`src/rtl/rgmii_pkg.sv`:
```
// Shared RGMII receive definitions: framer states and preamble/SFD byte values.
package rgmii_pkg;

  typedef enum logic [1:0] {
    StIdle,
    StPreamble,
    StData,
    StDrop
  } rx_state_e;

  localparam logic [7:0] PREAMBLE_BYTE = 8'h55;
  localparam logic [7:0] SFD_BYTE      = 8'hD5;

endpackage

```
`src/rtl/rgmii_rx_framer_if.sv`:
```
// Streaming payload output of the RGMII receive framer (no backpressure).
interface rgmii_rx_framer_if #(
  parameter int unsigned OUT_BYTES = 4
);
  logic [8*OUT_BYTES-1:0] m_tdata;
  logic [OUT_BYTES-1:0]   m_tkeep;
  logic                   m_tvalid;
  logic                   m_tlast;
  logic                   m_tuser;

  modport master (output m_tdata, m_tkeep, m_tvalid, m_tlast, m_tuser);
  modport slave  (input  m_tdata, m_tkeep, m_tvalid, m_tlast, m_tuser);
endinterface

```
`src/rtl/rgmii_rx_nibble_pack.sv`:
```
// Turns the RGMII receive stream into bytes: pass-through at 1000, low-nibble-first pairs at 10/100.
module rgmii_rx_nibble_pack (
  input  logic       clk,
  input  logic       rst,
  input  logic       speed,
  input  logic [7:0] rx_data,
  input  logic       rx_dv,
  output logic [7:0] byte_data,
  output logic       byte_valid,
  output logic       half
);

  logic       half_q, half_d;
  logic [3:0] low_q, low_d;

  always_comb begin
    half_d     = half_q;
    low_d      = low_q;
    byte_data  = rx_data;
    byte_valid = 1'b0;
    if (!rx_dv) begin
      half_d = 1'b0;
    end else if (speed) begin
      byte_valid = 1'b1;
      half_d     = 1'b0;
    end else if (half_q) begin
      byte_data  = {rx_data[3:0], low_q};
      byte_valid = 1'b1;
      half_d     = 1'b0;
    end else begin
      low_d  = rx_data[3:0];
      half_d = 1'b1;
    end
  end

  always_ff @(posedge clk) begin
    if (!rst) begin
      half_q <= 1'b0;
      low_q  <= 4'd0;
    end else begin
      half_q <= half_d;
      low_q  <= low_d;
    end
  end

  // A held nibble when rx_dv drops marks an odd-length frame.
  assign half = half_q;

endmodule

```
`src/rtl/rgmii_rx_framer.sv`:
```
// RGMII receive framer: strips preamble/SFD, packs payload into OUT_BYTES-wide beats and
// keeps saturating good/bad frame counters.
module rgmii_rx_framer
  import rgmii_pkg::*;
#(
  parameter int unsigned OUT_BYTES = 4,
  parameter int unsigned MAX_PRE   = 7,
  parameter int unsigned CNT_W     = 16
) (
  input  logic              clk_125,
  input  logic              rst,
  input  logic              speed_1g,
  input  logic [7:0]        rx_data,
  input  logic              rx_dv,
  input  logic              rx_er,
  rgmii_rx_framer_if.master m,
  output logic [CNT_W-1:0]  frame_cnt,
  output logic [CNT_W-1:0]  err_cnt
);

  localparam int unsigned DataW    = 8 * OUT_BYTES;
  localparam logic [3:0]  LastLane = 4'(OUT_BYTES - 1);

  rx_state_e            state_q, state_d, pre_next;
  logic                 speed_q, speed_d, eff_speed;
  logic                 armed_q, armed_d;
  logic [7:0]           pre_cnt_q, pre_cnt_d, pre_seen, pre_cnt_n;
  logic [DataW-1:0]     acc_q, acc_d, acc_new, pend_q, pend_d;
  logic [3:0]           acc_cnt_q, acc_cnt_d;
  logic                 pend_vld_q, pend_vld_d, err_q, err_d;
  logic [DataW-1:0]     tdata_q, tdata_d;
  logic [OUT_BYTES-1:0] tkeep_q, tkeep_d, partial_keep;
  logic                 tvalid_q, tvalid_d, tlast_q, tlast_d, tuser_q, tuser_d;
  logic [CNT_W-1:0]     frame_cnt_q, frame_cnt_d, err_cnt_q, err_cnt_d;
  logic                 drop_exit;
  logic [7:0]           byte_data;
  logic                 byte_valid, half;

  // Speed is taken live while idle so the first nibble/byte of a frame is decoded correctly.
  assign eff_speed = (state_q == StIdle) ? speed_1g : speed_q;

  rgmii_rx_nibble_pack u_pack (
    .clk        (clk_125),
    .rst        (rst),
    .speed      (eff_speed),
    .rx_data    (rx_data),
    .rx_dv      (rx_dv),
    .byte_data  (byte_data),
    .byte_valid (byte_valid),
    .half       (half)
  );

  // Preamble step shared by the frame-start cycle and the PREAMBLE state.
  always_comb begin
    pre_seen  = (state_q == StIdle) ? 8'd0 : pre_cnt_q;
    pre_next  = StPreamble;
    pre_cnt_n = pre_seen;
    if (rx_er) begin
      pre_next = StDrop;
    end else if (byte_valid) begin
      if (byte_data == SFD_BYTE) begin
        pre_next = StData;
      end else if (byte_data == PREAMBLE_BYTE && pre_seen != 8'(MAX_PRE)) begin
        pre_cnt_n = pre_seen + 8'd1;
      end else begin
        pre_next = StDrop;
      end
    end
  end

  always_comb begin
    acc_new = acc_q;
    for (int unsigned i = 0; i < OUT_BYTES; i++) begin
      if (acc_cnt_q == 4'(i)) acc_new[8*i +: 8] = byte_data;
      partial_keep[i] = (4'(i) < acc_cnt_q);
    end
  end

  always_comb begin
    state_d     = state_q;
    speed_d     = speed_q;
    armed_d     = armed_q | ~rx_dv;
    pre_cnt_d   = pre_cnt_q;
    acc_d       = acc_q;
    acc_cnt_d   = acc_cnt_q;
    pend_d      = pend_q;
    pend_vld_d  = pend_vld_q;
    err_d       = err_q;
    tdata_d     = '0;
    tkeep_d     = '0;
    tvalid_d    = 1'b0;
    tlast_d     = 1'b0;
    tuser_d     = 1'b0;
    drop_exit   = 1'b0;
    frame_cnt_d = frame_cnt_q;
    err_cnt_d   = err_cnt_q;

    unique case (state_q)
      StIdle: begin
        speed_d    = speed_1g;
        acc_d      = '0;
        acc_cnt_d  = 4'd0;
        pend_d     = '0;
        pend_vld_d = 1'b0;
        err_d      = 1'b0;
        pre_cnt_d  = 8'd0;
        if (rx_dv && armed_q) begin
          state_d   = pre_next;
          pre_cnt_d = pre_cnt_n;
        end
      end
      StPreamble: begin
        if (!rx_dv) begin
          state_d   = StIdle;
          drop_exit = 1'b1;
        end else begin
          state_d   = pre_next;
          pre_cnt_d = pre_cnt_n;
        end
      end
      StData: begin
        if (!rx_dv) begin
          state_d = StIdle;
          if (acc_cnt_q != 4'd0) begin
            tvalid_d = 1'b1;
            tlast_d  = 1'b1;
            tdata_d  = acc_q;
            tkeep_d  = partial_keep;
            tuser_d  = err_q | half;
          end else if (pend_vld_q) begin
            tvalid_d = 1'b1;
            tlast_d  = 1'b1;
            tdata_d  = pend_q;
            tkeep_d  = '1;
            tuser_d  = err_q | half;
          end else begin
            drop_exit = 1'b1;
          end
        end else begin
          if (rx_er) err_d = 1'b1;
          if (byte_valid) begin
            if (pend_vld_q) begin
              tvalid_d   = 1'b1;
              tdata_d    = pend_q;
              tkeep_d    = '1;
              pend_vld_d = 1'b0;
            end
            if (acc_cnt_q == LastLane) begin
              pend_d     = acc_new;
              pend_vld_d = 1'b1;
              acc_d      = '0;
              acc_cnt_d  = 4'd0;
            end else begin
              acc_d     = acc_new;
              acc_cnt_d = acc_cnt_q + 4'd1;
            end
          end
        end
      end
      StDrop: begin
        if (!rx_dv) begin
          state_d   = StIdle;
          drop_exit = 1'b1;
        end
      end
    endcase

    if ((tlast_d && tuser_d) || drop_exit) begin
      if (err_cnt_q != {CNT_W{1'b1}}) err_cnt_d = err_cnt_q + CNT_W'(1);
    end else if (tlast_d) begin
      if (frame_cnt_q != {CNT_W{1'b1}}) frame_cnt_d = frame_cnt_q + CNT_W'(1);
    end
  end

  always_ff @(posedge clk_125) begin
    if (!rst) begin
      state_q     <= StIdle;
      speed_q     <= 1'b0;
      armed_q     <= 1'b0;
      pre_cnt_q   <= 8'd0;
      acc_q       <= '0;
      acc_cnt_q   <= 4'd0;
      pend_q      <= '0;
      pend_vld_q  <= 1'b0;
      err_q       <= 1'b0;
      tdata_q     <= '0;
      tkeep_q     <= '0;
      tvalid_q    <= 1'b0;
      tlast_q     <= 1'b0;
      tuser_q     <= 1'b0;
      frame_cnt_q <= '0;
      err_cnt_q   <= '0;
    end else begin
      state_q     <= state_d;
      speed_q     <= speed_d;
      armed_q     <= armed_d;
      pre_cnt_q   <= pre_cnt_d;
      acc_q       <= acc_d;
      acc_cnt_q   <= acc_cnt_d;
      pend_q      <= pend_d;
      pend_vld_q  <= pend_vld_d;
      err_q       <= err_d;
      tdata_q     <= tdata_d;
      tkeep_q     <= tkeep_d;
      tvalid_q    <= tvalid_d;
      tlast_q     <= tlast_d;
      tuser_q     <= tuser_d;
      frame_cnt_q <= frame_cnt_d;
      err_cnt_q   <= err_cnt_d;
    end
  end

  assign m.m_tdata  = tdata_q;
  assign m.m_tkeep  = tkeep_q;
  assign m.m_tvalid = tvalid_q;
  assign m.m_tlast  = tlast_q;
  assign m.m_tuser  = tuser_q;
  assign frame_cnt  = frame_cnt_q;
  assign err_cnt    = err_cnt_q;

endmodule

```
`src/flat_wrapper.sv`:
```
// flat-port wrapper written by rule: the top's interface ports become plain ports
module rgmii_rx_framer_flat import rgmii_pkg::*;
#(
  parameter int unsigned OUT_BYTES = 4,
  parameter int unsigned MAX_PRE   = 7,
  parameter int unsigned CNT_W     = 16
)
  (clk_125, rst, speed_1g, rx_data, rx_dv, rx_er, frame_cnt, err_cnt, m_m_tdata, m_m_tkeep, m_m_tvalid, m_m_tlast, m_m_tuser);
  rgmii_rx_framer_if #(.OUT_BYTES(OUT_BYTES)) m_i ();
  input  logic clk_125;
  input  logic rst;
  input  logic speed_1g;
  input  logic [7:0] rx_data;
  input  logic rx_dv;
  input  logic rx_er;
  output logic [CNT_W-1:0] frame_cnt;
  output logic [CNT_W-1:0] err_cnt;
  output wire logic [$bits(m_i.m_tdata)-1:0] m_m_tdata;
  output wire logic [$bits(m_i.m_tkeep)-1:0] m_m_tkeep;
  output wire logic [$bits(m_i.m_tvalid)-1:0] m_m_tvalid;
  output wire logic [$bits(m_i.m_tlast)-1:0] m_m_tlast;
  output wire logic [$bits(m_i.m_tuser)-1:0] m_m_tuser;
  assign m_m_tdata = m_i.m_tdata;
  assign m_m_tkeep = m_i.m_tkeep;
  assign m_m_tvalid = m_i.m_tvalid;
  assign m_m_tlast = m_i.m_tlast;
  assign m_m_tuser = m_i.m_tuser;
  rgmii_rx_framer #(.OUT_BYTES(OUT_BYTES), .MAX_PRE(MAX_PRE), .CNT_W(CNT_W)) u_core (.clk_125(clk_125), .rst(rst), .speed_1g(speed_1g), .rx_data(rx_data), .rx_dv(rx_dv), .rx_er(rx_er), .m(m_i), .frame_cnt(frame_cnt), .err_cnt(err_cnt));
endmodule
```
`config.mk`:
```
export PLATFORM = sky130hd
export DESIGN_NAME = rgmii_rx_framer_flat
export DESIGN_NICKNAME = d
export VERILOG_FILES = /design/src/rtl/rgmii_pkg.sv /design/src/rtl/rgmii_rx_framer_if.sv /design/src/rtl/rgmii_rx_nibble_pack.sv /design/src/rtl/rgmii_rx_framer.sv /design/src/flat_wrapper.sv
export SDC_FILE = /design/constraint.sdc
export NUM_CORES = 1
export LEC_CHECK = 0
export ABC_AREA = 0
export BUFFER_PORTS_ARGS = -buffer_cell sky130_fd_sc_hd__clkbuf_2
export CAP_MARGIN = 20
export CORE_AREA = 8 8 145 147
export DETAILED_ROUTE_END_ITERATION = 6
export DIE_AREA = 0 0 153 155
export GPL_TIMING_DRIVEN = 0
export PLACE_DENSITY = 0.52
export REMOVE_ABC_BUFFERS = 1
export SLEW_MARGIN = 30
export SYNTH_ARGS = -nofsm -noshare
export SYNTH_HDL_FRONTEND = slang
export SYNTH_SLANG_ARGS = --single-unit
export TNS_END_PERCENT = 5
```
`constraint.sdc`:
```
create_clock -name clk_125 -period 4.95 [get_ports clk_125]
set_input_delay 0.99 -clock clk_125 [delete_from_list [all_inputs] [get_ports clk_125]]
set_output_delay 0.99 -clock clk_125 [all_outputs]
set_load 0.005 [all_outputs]
```
# After elaboration in Yosys (flattened, before gate mapping)
# Cells that the tools add are included.
# op_classes
shift,0
magnitude_cmp,4
n_mul,0
addsub,4
mux,70
n_div,0
n_reduce_logical,21
bitwise_logic,7
eq_ne,18
# ops
op,n
32-bit 2-to-1 mux,10
32-bit case mux with 2 select lines,2
8-bit 2-to-1 mux,14
16-bit by 1-bit adder with 16-bit output (second input constant),2
16-bit inequality test (second input constant),2
4-bit 2-to-1 mux,7
1-bit 2-to-1 mux,24
8-bit case mux with 2 select lines,1
2-bit 2-to-1 mux,7
3-bit AND reduction,4
2-bit inequality test (second input constant),5
8-bit by 1-bit adder with 8-bit output (second input constant),1
4-bit by 2-bit == test with 1-bit output (second input constant),2
8-bit by 7-bit == test with 1-bit output (second input constant),1
8-bit == test (second input constant),1
1-bit by 4-bit < comparator with 1-bit output (first input constant),2
2-bit by 4-bit < comparator with 1-bit output (first input constant),2
8-bit by 3-bit inequality test with 1-bit output (second input constant),1
4-bit case mux with 2 select lines,1
2-bit AND reduction,4
1-bit case mux with 2 select lines,3
2-bit case mux with 3 select lines,1
1-bit NOT,5
4-bit by 1-bit adder with 4-bit output (second input constant),1
14 further kinds,21
# totals
regBits,158
ramBits,0
elab_cells,142
out_inout_bits,71
latch_bits,0
memories,0
mem_bits_ro,0
in_bits,13

# Logic depth before layout (Yosys ltp)
# Gate-level depths: netlist of run 1.
# logic_depth
depth_word,12
depth_mapped,11
depth_no_buf,8

# Cells and area by module
# A second synthesis of run 1 with hierarchy kept.
# unflattened
cells_unflattened,720
hier_area_um2,6723.9
# by_module_without_submodules
mod,cells_each,area_each_um2,n_inst,seq_area_each_um2
rgmii_rx_framer,690,6407.4,1,3042.9
rgmii_rx_nibble_pack,30,316.6,1,100.1

# Least setup slack after synthesis of run 1
# No wires, ideal clock.
# synth_path
kind,input port to flip-flop
startpoint,input port speed_1g
endpoint,register u_core.pre_cnt_q[6]
t_required_ps,4820
arrival_time_ps,2738
path_slack_ps,2082
setup_ps,130
n_path_buf,1
cell_stages,6
cell_sequence,nor3b_2 > or4_4 > a2111o_1 > buf_2 > o41ai_1 > a21oi_1
# synth_between
elab_chain_cells,11
word_cells_on_any_way,15
classes_between,eq/ne: 2; mux: 12; reduce/logical: 1
# synth_lines
item,line,rtl
"start, declared",flat_wrapper.sv:12,input logic speed_1g;
1-bit 2-to-1 mux *,rgmii_rx_framer.sv:40,assign eff_speed = (state_q == StIdle) ? speed_1g : speed_q;
8-bit 2-to-1 mux,rgmii_rx_nibble_pack.sv:23,end else if (speed) begin
8-bit 2-to-1 mux,rgmii_rx_nibble_pack.sv:21,if (!rx_dv) begin
8-bit by 7-bit == test with 1-bit output,rgmii_rx_framer.sv:63,end else if (byte_data == PREAMBLE_BYTE && pre_seen != 8'(MAX_PRE)) begin
1-bit logical AND,rgmii_rx_framer.sv:63,
8-bit 2-to-1 mux,rgmii_rx_framer.sv:63,
8-bit 2-to-1 mux,rgmii_rx_framer.sv:61,if (byte_data == SFD_BYTE) begin
8-bit 2-to-1 mux *,rgmii_rx_framer.sv:60,end else if (byte_valid) begin
8-bit 2-to-1 mux *,rgmii_rx_framer.sv:58,if (rx_er) begin
8-bit 2-to-1 mux (on tied branches),"rgmii_rx_framer.sv:113, rgmii_rx_framer.sv:107",
8-bit case mux with 2 select lines *,rgmii_rx_framer.sv:98,unique case (state_q)
"end signal, assigned",rgmii_rx_framer.sv:197,pre_cnt_q <= pre_cnt_d;
"end, declared",rgmii_rx_framer.sv:27,"logic [7:0] pre_cnt_q, pre_cnt_d, pre_seen, pre_cnt_n;"
# Every way passes the cells marked *; elsewhere a longest branch is shown, timed or not. The select of a mux whose other input is x is not followed.
# A chain may end at the register's enable or synchronous reset.

# Worst setup path after layout of run 1
# layout_path
startpoint,register u_core.state_q[1]
endpoint,register u_core.pre_cnt_q[5]
# layout_between
elab_chain_cells,12
word_cells_on_any_way,23
classes_between,add/sub: 1; eq/ne: 5; mux: 13; reduce/logical: 4
# layout_lines
item,line,rtl
"start, declared",rgmii_rx_framer.sv:24,"rx_state_e state_q, state_d, pre_next;"
"start signal, assigned",rgmii_rx_framer.sv:177,state_q <= StIdle;
"start signal, assigned",rgmii_rx_framer.sv:194,state_q <= state_d;
"parallel branches: the longest is 12 deep, another holds 8-bit by 1-bit adder with 8-bit output",n/a,
# Parallel ways; which one is timed is not known. The select of a mux whose other input is x is not followed.

==> impl_metrics.env, run 1 <==
export IMPL_grt_pass1_vias=5304
export IMPL_post_synth_cell_area_avg_um2=9.52
export IMPL_floorplan_die_area_um2=23700
export IMPL_place_gp_congestion=0.792
export IMPL_finish_instance_area_um2=7650
export IMPL_peakVddDrop_mv=0.223
export IMPL_tritoncts="done"
export IMPL_ant_diodes=0
export IMPL_clkSinkCount=157
export IMPL_syn_area_um2=6420
export IMPL_floorplan_die_width_um=153
export IMPL_hpwl_mm=11.4
export IMPL_fp_coreArea_um2=19000
export IMPL_yosys_most_used_dff="dfxtp_1"
export IMPL_drive_above_1_share_pct=18.0
export IMPL_cts_root_to_sink_buffers=2
export IMPL_routed_wire_length_per_instance_um=16.9
export IMPL_max_slew_margin_pct=40.3
export IMPL_initial_utilization_pct=33.9
export IMPL_track_usage_pct=14.2
export IMPL_synth_seq_cells=157
export IMPL_final_setup_skew_ns=0.00770
export IMPL_timing_critical_path_to_type="register"
export IMPL_finalSetupViolations=0
export IMPL_worst_hold_path_num_cells=2
export IMPL_antenna_found_initial=0
export IMPL_nNetsFinal=757
export IMPL_worst_setup_path_start_kind="register"
export IMPL_ys_async_sr_fraction_pct=0
export IMPL_worst_ep_required_time_ns=5.29
export IMPL_post_cts_resize_count=0
export IMPL_top_level_ports=84
export IMPL_final_min_period_over_clock_period_pct=64.3
export IMPL_ctsRootBufferMaster="clkbuf_16"
export IMPL_p_total_mw=2.67
export IMPL_period_minus_slack_ns=3.18
export IMPL_final_hold_viol_count=0
export IMPL_overflow=0
export IMPL_syn2layout_area_growth_pct=19.2
export IMPL_clock_insertion_delay_worst_skew_ns=0.42
export IMPL_rsz0062_at_grt="false"
export IMPL_worst_r2r_path_depth=8
export IMPL_ff2ff_setup_slack_ns=1.77
export IMPL_fin_ws_ns=1.77
export IMPL_post_cts_setup_buffer_count=0
export IMPL_first_pass_iters=5
export IMPL_portBuffers=83
export IMPL_grt_first_pass_wirelength_mm=27.4
export IMPL_ctsHoldBuffers=0
export IMPL_numPlacedInstances=957
export IMPL_final_max_slew_violation_count=0
export IMPL_worst_slew_pin_slew_ns=0.871
export IMPL_cts_buffers=17
export IMPL_worstPathCellList="o21ai_0 > inv_1 > ha_1 > or4b_2 > nor4_1 > or3_1 > nor3_1 > o31ai_1"
export IMPL_detailroute_via_count=5330
export IMPL_power_density_nw_per_um2=348
export IMPL_achievable_frequency_ghz=0.314
export IMPL_placed_area_um2=7070
export IMPL_placement_setup_worst_slack_ns=1.52
export IMPL_critical_path_peak_fanout=20
export IMPL_die_height_um=155
export IMPL_synth_edf_count=0
export IMPL_status="completed"
export IMPL_routed_wl_mm=16.7
export IMPL_grt_start_max_net_pins=41
export IMPL_drtIter0Drc=366
export IMPL_timing_max_cap_violations=0
export IMPL_placement_rows=51
export IMPL_synthDistinctLibCells=59
export IMPL_data_arrival_time_of_the_worst_path_ns=3.52
export IMPL_path_class="register to register"
export IMPL_cell_type_with_the_largest_total_area_after_synthesis="dfxtp_1"
export IMPL_post_layout_nonfiller_instances=989
export IMPL_count_of_antenna_violating_nets_left_after_detailed_routing=0
export IMPL_ys_warn_count=0
export IMPL_synthesis_instances=674
export IMPL_synth_top_cell_area_share_pct=49.0
export IMPL_slowest_stage="dfxtp_1"
export IMPL_avgViaCountPerCell=5.39
export IMPL_synthTopCellsByArea="dfxtp_1 (49%), a22o_1 (7.4%), o2bb2ai_1 (4.4%)"
export IMPL_drc=0
export IMPL_fill_cells=1890
export IMPL_h_tree_depth=4
export IMPL_power_leakage_nw=3.01
export IMPL_synth_sequential_area_ratio_pct=49.0
export IMPL_min_delay_path_class="register to register"
export IMPL_critical_path_max_stage_delay_ns=0.75
export IMPL_clock_slew_at_reported_path_ffs_ns=0.06
[kinds of logic (layout without fill, tap and decap cells)]
kind of cell / after synthesis / in the layout / synth area share (%)
simple gates: 214 / 214 / 17.6
flops: 157 / 157 / 49.0
mux: 21 / 21 / 3.27
xor+xnor: 6 / 6 / 0.819
fa+ha+maj: 6 / 6 / 1.17
buf+inv: 57 / 134 / 3.43
compound gates: 213 / 213 / 24.7
[Yosys cell counts (2+ instances only)]
master     number
dfxtp_1       157
nor2_1         56
a22o_1         54
a21oi_1        45
clkbuf_1       38
nand2_1        37
o2bb2ai_1      32
nand3_1        22
mux2i_1        21
o21ai_0        19
and2_1         14
inv_1          13
nand2b_1       12
nand4_1        12
o31ai_1        11
and3_1          9
or3_1           8
nor3_1          7
or4_1           7
ha_1            6
nor4_1          6
o31a_1          6
o41ai_1         6
o2111ai_1       5
o211ai_1        5
a21o_1          4
o311ai_0        4
or2_2           4
xor2_1          4
and4_1          3
buf_1           3
nor4b_1         3
o21a_1          3
o21ai_1         3
o32a_1          3
a21boi_0        2
a31oi_1         2
buf_2           2
nand3b_1        2
nor2b_1         2
o21bai_1        2
o311a_1         2
xnor2_1         2
[cells in the final DEF, fill, tap and decap left out, types with 4 or more instances in the layout]
cell type	netlist	layout
o211ai_1	5	5
a22o_1	54	54
clkbuf_16	0	17
or2_2	4	4
o31a_1	6	6
dfxtp_1	157	157
o41ai_1	6	6
o31ai_1	11	11
nor3_1	7	6
clkinv_4	0	4
o2111ai_1	5	5
or4_1	7	7
o2bb2ai_1	32	32
mux2i_1	21	21
clkbuf_2	0	83
nand3_1	22	22
o311ai_0	4	4
nor2_1	56	55
o21ai_0	19	18
inv_1	13	12
nor4_1	6	6
nand2b_1	12	12
or3_1	8	8
a21oi_1	45	45
ha_1	6	6
nand4_1	12	12
nand2_1	37	37
and2_1	14	14
a21o_1	4	4
and3_1	9	8
xor2_1	4	4
[through the flow]
stage	TNS [ns]	util (%)	hold slack, ns
after floorplan	0	-	0.427
after global placement	-44.71	36.7	0.441
after detailed placement	0	37.3	0.444
after CTS	0	40.4	0.462
after global routing	0	40.4	0.473
final	0	40.4	0.459
[area by class of cell]
| class | count | area, um2 | area share (%) |
|---|---|---|---|
| well taps | 238 | 298 | 3.89 |
| multi-input cells | 460 | 3090 | 40.3 |
| clock inverters | 12 | 129 | 1.68 |
| inverters | 13 | 48.8 | 0.638 |
| repair buffers | 89 | 492 | 6.43 |
| flip-flops and latches | 157 | 3140 | 41.1 |
| clock buffers | 20 | 457 | 5.97 |
[worst max-delay path: cells and delay by family (launching register included)]
family / cells / cell delay [ns]
buffers and inverters: 1 / 0.11
DFF: 1 / 0.75
AOI/OAI and AO/OA: 2 / 0.56
adders and majority gates: 1 / 0.18
and+or+nand+nor: 4 / 1.49
[worst paths after layout]
| path | startpoint | to |
|---|---|---|
| max | u_core.state_q[1]$_SDFFE_PN0P_ | u_core.pre_cnt_q[5]$_SDFFE_PN0P_ |
| min | u_core.acc_q[30]$_SDFFE_PN0P_ | u_core.m.m_tdata[30]$_SDFF_PN0_ |
| max reg2reg | u_core.state_q[1]$_SDFFE_PN0P_ | u_core.pre_cnt_q[5]$_SDFFE_PN0P_ |
| min reg2reg | u_core.acc_q[30]$_SDFFE_PN0P_ | u_core.m.m_tdata[30]$_SDFF_PN0_ |
[routing by layer]
metal  track usage, %  up-vias  part of all wire, %
li1                 -     2659                    -
met1             17.3     2550                   46
met2             23.4      109                   47
met3             4.60       12                  4.9
met4             5.00        0                  1.2
met5                0        -                    0
[sequential cells by signal, summed over array words and instances, names as in the netlist]
signal / count
u_core.m.m_tdata: 32
u_core.m.m_tlast: 1
u_core.state_q: 2
u_core.err_q: 1
u_core.armed_q: 1
u_core.u_pack.half: 1
u_core.m.m_tvalid: 1
u_core.acc_q: 32
u_core.frame_cnt: 16
u_core.acc_cnt_q: 4
u_core.pre_cnt_q: 8
u_core.m.m_tuser: 1
u_core.pend_vld_q: 1
u_core.speed_q: 1
u_core.err_cnt: 16
u_core.m.m_tkeep: 3
u_core.pend_q: 32
u_core.u_pack.low_q: 4
[power breakdown]
part	leakage, nW	switching [mW]	internal (mW)
sequential	1.27	0.00882	1.27
combinational	1.46	0.0741	0.0285
clock	0.282	0.553	0.733
Note: power is estimated with default switching activity, not from simulation.
==> inputs of run 2 (changes only) <==
--- a/config.mk
+++ b/config.mk
@@ -5,12 +5,12 @@
 export SDC_FILE = /design/constraint.sdc
 export NUM_CORES = 1
 export LEC_CHECK = 0
-export ABC_AREA = 0
+export ABC_AREA = 1
 export BUFFER_PORTS_ARGS = -buffer_cell sky130_fd_sc_hd__clkbuf_2
 export CAP_MARGIN = 20
-export CORE_AREA = 8 8 145 147
+export CORE_AREA = 8 8 152 154
 export DETAILED_ROUTE_END_ITERATION = 6
-export DIE_AREA = 0 0 153 155
+export DIE_AREA = 0 0 160 162
 export GPL_TIMING_DRIVEN = 0
 export PLACE_DENSITY = 0.52
 export REMOVE_ABC_BUFFERS = 1
==> constraint.sdc (replaced) <==
create_clock -name clk_125 -period 3.1 [get_ports clk_125]
set_input_delay 0.62 -clock clk_125 [delete_from_list [all_inputs] [get_ports clk_125]]
set_output_delay 0.62 -clock clk_125 [all_outputs]
set_load 0.005 [all_outputs]
==> impl_metrics.env, run 2 <==
export IMPL_initial_utilization_pct=34.5
export IMPL_synth_seq_cells=157
export IMPL_area_fraction_in_compound_gates_after_synthesis_pct=16.9
export IMPL_path_class="input port to register"
export IMPL_drive_above_1_share_pct=15.5
export IMPL_cell_type_with_the_largest_total_area_after_synthesis="dfxtp_1"
export IMPL_data_arrival_time_of_the_worst_path_ns=3.21
export IMPL_grt_start_max_net_pins=42
export IMPL_setup_tns_ns=0
export IMPL_period_minus_slack_ns=2.94
export IMPL_rsz0062_at_grt="true"
export IMPL_timing_critical_path_to_type="register"
export IMPL_worst_slew_pin_slew_ns=0.869
export IMPL_netlist_top_cells_count="nand2_1 (195), dfxtp_1 (157), inv_1 (132)"
export IMPL_final_hold_viol_count=0
export IMPL_grt_pass1_vias=6152
export IMPL_synthDistinctLibCells=41
export IMPL_place_gp_congestion=0.841
export IMPL_floorplan_die_area_um2=25900
export IMPL_yosys_most_used_dff="dfxtp_1"
export IMPL_grt_first_pass_wirelength_mm=32.3
export IMPL_overflow=0
export IMPL_cts_root_to_sink_buffers=2
export IMPL_worstPathCellList="clkbuf_2 > inv_4 > buf_12 > nor2_1 > inv_1 > nor2_1 > inv_1 > o22ai_1"
export IMPL_synthTopCellsByArea="dfxtp_1 (44%), nand2_1 (10%), inv_1 (6.9%)"
export IMPL_min_delay_path_class="register to register"
export IMPL_status="completed"
export IMPL_post_cts_setup_buffer_count=0
export IMPL_yosys_area_share_xor_xnor_pct=1.10
export IMPL_clkSinkCount=157
export IMPL_detailroute_via_count=6535
export IMPL_worst_ep_required_time_ns=3.36
export IMPL_track_usage_pct=15.3
export IMPL_post_synth_simple_gate_area_pct=26.7
export IMPL_top_level_ports=84
export IMPL_final_max_slew_violation_count=0
export IMPL_finalSetupViolations=0
export IMPL_clock_slew_at_reported_path_ffs_ns=0.07
export IMPL_routed_wl_mm=19.7
export IMPL_syn2layout_area_growth_pct=16.4
export IMPL_ant_diodes=0
export IMPL_post_synth_cell_area_avg_um2=7.22
export IMPL_slowest_stage="inv_1"
export IMPL_count_of_antenna_violating_nets_left_after_detailed_routing=0
export IMPL_adder_cell_area_share_of_the_yosys_netlist_pct=1.05
export IMPL_avgViaCountPerCell=4.89
export IMPL_numPlacedInstances=1306
export IMPL_ctsRootBufferMaster="clkbuf_16"
export IMPL_final_setup_skew_ns=0.0104
export IMPL_post_synth_mux_area_share_pct=0
export IMPL_synthesis_instances=990
export IMPL_most_numerous_cell_in_the_yosys_netlist="nand2_1"
export IMPL_timing_max_cap_violations=0
export IMPL_achievable_frequency_ghz=0.340
export IMPL_peakVddDrop_mv=0.347
export IMPL_power_density_nw_per_um2=517
export IMPL_synth_top_family_by_area="simple AND/OR/NAND/NOR gates"
export IMPL_tritoncts="done"
export IMPL_commonest_non_fill_non_tap_cell_in_the_layout="nand2_1"
export IMPL_floorplan_die_width_um=160
export IMPL_worst_setup_path_start_kind="input port"
export IMPL_final_min_period_over_clock_period_pct=95.0
export IMPL_fp_coreArea_um2=20700
export IMPL_max_slew_margin_pct=41.9
export IMPL_routed_wire_length_per_instance_um=14.8
export IMPL_finish_instance_area_um2=8320
export IMPL_h_tree_depth=4
export IMPL_post_layout_nonfiller_instances=1337
export IMPL_placement_setup_worst_slack_ns=-0.746
export IMPL_portBuffers=83
export IMPL_power_leakage_nw=3.07
export IMPL_die_height_um=162
export IMPL_placement_rows=53
export IMPL_critical_path_peak_fanout=41
export IMPL_drc=0
export IMPL_critical_path_max_stage_delay_ns=0.62
export IMPL_ctsHoldBuffers=0
export IMPL_nNetsFinal=1069
export IMPL_fin_ws_ns=0.155
export IMPL_commonest_non_fill_non_tap_cells_in_the_layout="nand2_1 (195), dfxtp_1 (157), inv_1 (130), a21oi_1 (83), clkbuf_2 (83)"
export IMPL_fill_cells=2241
export IMPL_cts_buffers=17
export IMPL_placed_area_um2=7740
export IMPL_drtIter0Drc=460
export IMPL_ys_warn_count=0
export IMPL_ys_async_sr_fraction_pct=0
export IMPL_synth_edf_count=0
export IMPL_first_pass_iters=5
export IMPL_antenna_found_initial=0
export IMPL_synth_top_cell_area_share_pct=44.0
export IMPL_hpwl_mm=13.1
export IMPL_syn_area_um2=7150
export IMPL_post_route_util_pct=40.2
export IMPL_synth_sequential_area_ratio_pct=44.0
export IMPL_clock_insertion_delay_worst_skew_ns=0.43
[run 2: changes by cell type after synthesis, sizes merged, moves of 14 or more]
cell and change:
o2bb2ai -32, mux2i -21, a21oi +39, o21ai +43, a22o -54, nand2 +173, nand3 +24, nor3 +16
a22oi +23, clkbuf -14, o22ai +40, nor2 +31, and2 -14, inv +126
[run 2: final timing paths]
| kind | slack (ns) | cells past startpoint | end | start |
|---|---|---|---|---|
| worst min register to register | 0.43 | 2 | u_core.acc_q[31]$_SDFFE_PN0P_ | u_core.acc_q[31]$_SDFFE_PN0P_ |
| worst min-delay path | 0.43 | 2 | u_core.acc_q[31]$_SDFFE_PN0P_ | u_core.acc_q[31]$_SDFFE_PN0P_ |
| worst max register to register | 0.31 | 13 | u_core.acc_cnt_q[3]$_SDFFE_PN0P_ | u_core.state_q[0]$_SDFFE_PN0P_ |
| worst max-delay path | 0.16 | 8 | u_core.m.m_tdata[22]$_SDFF_PN0_ | rst |
[run 2: critical path: cells and delay by family]
family,cells,cell delay (ns)
buffers and inverters,5,2.08
and+or+nand+nor,2,0.25
AOI/OAI and AO/OA,1,0.23
[run 2: logic make-up (layout without fill, tap and decap cells)]
| group | after synthesis | after routing |
|---|---|---|
| AND/OR/NAND/NOR | 417 | 417 |
| AO/OA/AOI/OAI | 217 | 217 |
| flip-flops | 157 | 157 |
| XOR/XNOR | 9 | 9 |
| adder cells (fa/ha/maj) | 6 | 6 |
| buffers and inverters | 184 | 256 |
[run 2: what timing repair did]
action	4_1_cts	5_1_grt
endpoints found under the hold margin	0	0
gates resized for setup	3	1
setup endpoints to repair	22	14
[run 2: per-layer routing]
layer	up-vias	global-route usage (%)	share of wire, %
li1	3372	-	-
met1	3026	19.9	49
met2	117	24.8	46
met3	20	3.59	4.5
met4	0	4.72	1.2
met5	-	0	0
[run 2: per-stage QoR]
stage / total power [mW] / hold slack [ns]
after detailed placement: 2.33 / 0.421
final: 4.30 / 0.429
after floorplan: 2.23 / 0.409
after global routing: 4.47 / 0.441
after global placement: 2.33 / 0.415
after CTS: 4.35 / 0.430
[run 2: final cells by class]
type	instances	area (um2)	share of cell area [%]
multi-input cells	649	3300	39.7
flip-flops and latches	157	3140	37.8
inverters	141	532	6.39
repair buffers	84	435	5.23
clock buffers	17	425	5.11
well taps	275	344	4.14
clock inverters	14	135	1.62
[run 2: report_power, final]
part           leakage (nW)  internal [mW]  total, mW  switching (mW)
registers              1.27           2.03       2.04          0.0128
logic                  1.54         0.0521      0.243           0.190
clock network         0.269           1.12       2.01           0.898
total                  3.07           3.20       4.30            1.10
==> inputs of run 3 (changes only) <==
--- a/config.mk
+++ b/config.mk
@@ -13,7 +13,7 @@
 export DIE_AREA = 0 0 160 162
 export GPL_TIMING_DRIVEN = 0
 export PLACE_DENSITY = 0.52
-export REMOVE_ABC_BUFFERS = 1
+export RECOVER_POWER = 100
 export SLEW_MARGIN = 30
 export SYNTH_ARGS = -nofsm -noshare
 export SYNTH_HDL_FRONTEND = slang
==> constraint.sdc (replaced) <==
create_clock -name clk_125 -period 3.1 [get_ports clk_125]
set_input_delay 0.62 -clock clk_125 [delete_from_list [all_inputs] [get_ports clk_125]]
set_output_delay 0.62 -clock clk_125 [all_outputs]
set_load 0.05 [all_outputs]
==> impl_metrics.env, run 3 (synthesis results as in run 2) <==
export IMPL_power_leakage_nw=2.96
export IMPL_placement_rows=53
export IMPL_clock_insertion_delay_worst_skew_ns=0.43
export IMPL_overflow=0
export IMPL_antenna_found_initial=0
export IMPL_period_minus_slack_ns=2.70
export IMPL_top_level_ports=84
export IMPL_die_height_um=162
export IMPL_worst_path_dominant_cell_family="simple AND/OR/NAND/NOR gates"
export IMPL_fill_cells=2285
export IMPL_ant_diodes=0
export IMPL_synth_net_count=1009
export IMPL_portBuffers=82
export IMPL_grt_first_pass_wirelength_mm=34.1
export IMPL_routed_wl_mm=21.3
export IMPL_worstPathCellList="nor2_1 > nand2_2 > nand2_4 > nand2_1 > nand2_1 > clkinv_1 > nand3_1 > clkbuf_2 > o22ai_1"
export IMPL_post_cts_setup_buffer_count=0
export IMPL_final_max_slew_violation_count=0
export IMPL_cell_internal_pwr_mw=3.53
export IMPL_floorplan_die_width_um=160
export IMPL_min_delay_path_class="register to register"
export IMPL_peakVddDrop_mv=0.396
export IMPL_data_arrival_time_of_the_worst_path_ns=2.97
export IMPL_swShare_pct=24.3
export IMPL_commonest_non_fill_non_tap_cell_in_the_layout="nand2_1"
export IMPL_finalSetupViolations=0
export IMPL_count_of_antenna_violating_nets_left_after_detailed_routing=0
export IMPL_clock_power_share_pct=50.6
export IMPL_p_switching_mw=1.13
export IMPL_ctsHoldBuffers=0
export IMPL_final_hold_viol_count=0
export IMPL_place_gp_congestion=0.849
export IMPL_first_pass_iters=5
export IMPL_final_setup_skew_ns=0.0115
export IMPL_comb_power_share_pct=5.7
export IMPL_post_cts_resize_count=0
export IMPL_cts_buffers=17
export IMPL_drive_above_1_share_pct=7.97
export IMPL_path_class="register to register"
export IMPL_achievable_frequency_ghz=0.370
export IMPL_post_route_util_pct=40.7
export IMPL_timing_max_cap_violations=0
export IMPL_status="completed"
export IMPL_clkSinkCount=157
export IMPL_hpwl_mm=15.0
export IMPL_slowest_stage="nand3_1"
export IMPL_nNetsFinal=1110
export IMPL_avgViaCountPerCell=4.86
export IMPL_max_slew_margin_pct=40.0
export IMPL_drtIter0Drc=421
export IMPL_h_tree_depth=4
export IMPL_worst_setup_path_start_kind="register"
export IMPL_crit_buf_inv=2
export IMPL_power_density_nw_per_um2=554
export IMPL_syn2layout_area_growth_pct=17.9
export IMPL_worst_ep_required_time_ns=3.37
export IMPL_drc=0
export IMPL_final_min_period_over_clock_period_pct=87.2
export IMPL_critical_path_peak_fanout=10
export IMPL_critical_path_max_stage_delay_ns=0.45
export IMPL_grt_pass1_vias=6387
export IMPL_initial_utilization_pct=34.5
export IMPL_ctsRootBufferMaster="clkbuf_16"
export IMPL_track_usage_pct=16.4
export IMPL_rsz0062_at_grt="false"
export IMPL_detailroute_via_count=6702
export IMPL_grt_start_max_net_pins=17
export IMPL_commonest_non_fill_non_tap_cells_in_the_layout="nand2_1 (198), dfxtp_1 (157), inv_1 (135), clkbuf_1 (101)"
export IMPL_fp_coreArea_um2=20700
export IMPL_setup_tns_ns=0
export IMPL_cp_common_cell="nand2_1"
export IMPL_seq_power_share_pct=43.7
export IMPL_floorplan_die_area_um2=25900
export IMPL_worst_slew_pin_slew_ns=0.900
export IMPL_tritoncts="done"
export IMPL_timing_critical_path_to_type="register"
export IMPL_routed_wire_length_per_instance_um=15.4
export IMPL_clock_slew_at_reported_path_ffs_ns=0.07
export IMPL_cts_root_to_sink_buffers=2
## run 3: cell types whose count changed in the layout (fill, tap and decap cells not counted), moves of 3 or more
cell	before	now
nor2_1	75	83
inv_1	130	135
nor2_2	3	0
clkbuf_1	0	101
nand2_2	13	10
bufinv_16	1	5
nor2_4	9	4
buf_2	0	6
inv_2	8	4
nand2_1	195	198
clkbuf_2	83	14
## run 3: worst paths after layout
kind | start | end | slack [ns] | cells after the start
setup / recovery | u_core.state_q[0]$_SDFFE_PN0P_ | u_core.m.m_tdata[21]$_SDFF_PN0_ | 0.40 | 9
hold / removal | u_core.acc_q[24]$_SDFFE_PN0P_ | u_core.acc_q[24]$_SDFFE_PN0P_ | 0.43 | 2
setup reg to reg | u_core.state_q[0]$_SDFFE_PN0P_ | u_core.m.m_tdata[21]$_SDFF_PN0_ | 0.40 | 9
hold reg to reg | u_core.acc_q[24]$_SDFFE_PN0P_ | u_core.acc_q[24]$_SDFFE_PN0P_ | 0.43 | 2
## run 3: area by class of cell
type                            instances  area [um2]  area share (%)
Inverter                              141         529            6.28
Buffer                                 43         195            2.32
Clock buffer                           17         425            5.05
Clock inverter                         15         235            2.79
Tap cell                              275         344            4.08
Sequential cell                       157        3140            37.3
Timing Repair Buffer                   82         322            3.82
Multi-Input combinational cell        649        3230            38.4
## run 3: tightest hold or removal path, stage by stage, from the launching register on
cell	delay, ns
dfxtp_1	0.31
inv_1	0.05
nor2_1	0.03
## run 3: layer usage
layer	GRT usage, %	share of wire (%)
met1	21.0	47
met2	26.7	46
met3	3.52	4.0
met4	6.37	2.2
met5	0	0
## run 3: power by group through the flow
stage,registers (mW),clock network (mW),logic (mW)
final,2.04,2.36,0.266
after global routing,2.04,2.49,0.292
after global placement,2.09,0,0.272
after detailed placement,2.09,0,0.272
after floorplan,2.09,0,0.168
after CTS,2.04,2.40,0.273
## run 3: through the flow
| stage | hold WS [ns] | instance area (um2) | instances | setup WS [ns] | power, mW |
|---|---|---|---|---|---|
| 2_1_floorplan | 0.409 | 7150 | 990 | 0.938 | 2.26 |
| 3_3_place_gp | 0.416 | 7900 | 1347 | 0.481 | 2.36 |
| 3_5_place_dp | 0.417 | 7900 | 1347 | 0.492 | 2.36 |
| 4_1_cts | 0.427 | 8560 | 1379 | 0.489 | 4.71 |
| 5_1_grt | 0.447 | 8430 | 1379 | 0.0988 | 4.82 |
| 6_report | 0.427 | 8430 | 1379 | 0.397 | 4.67 |
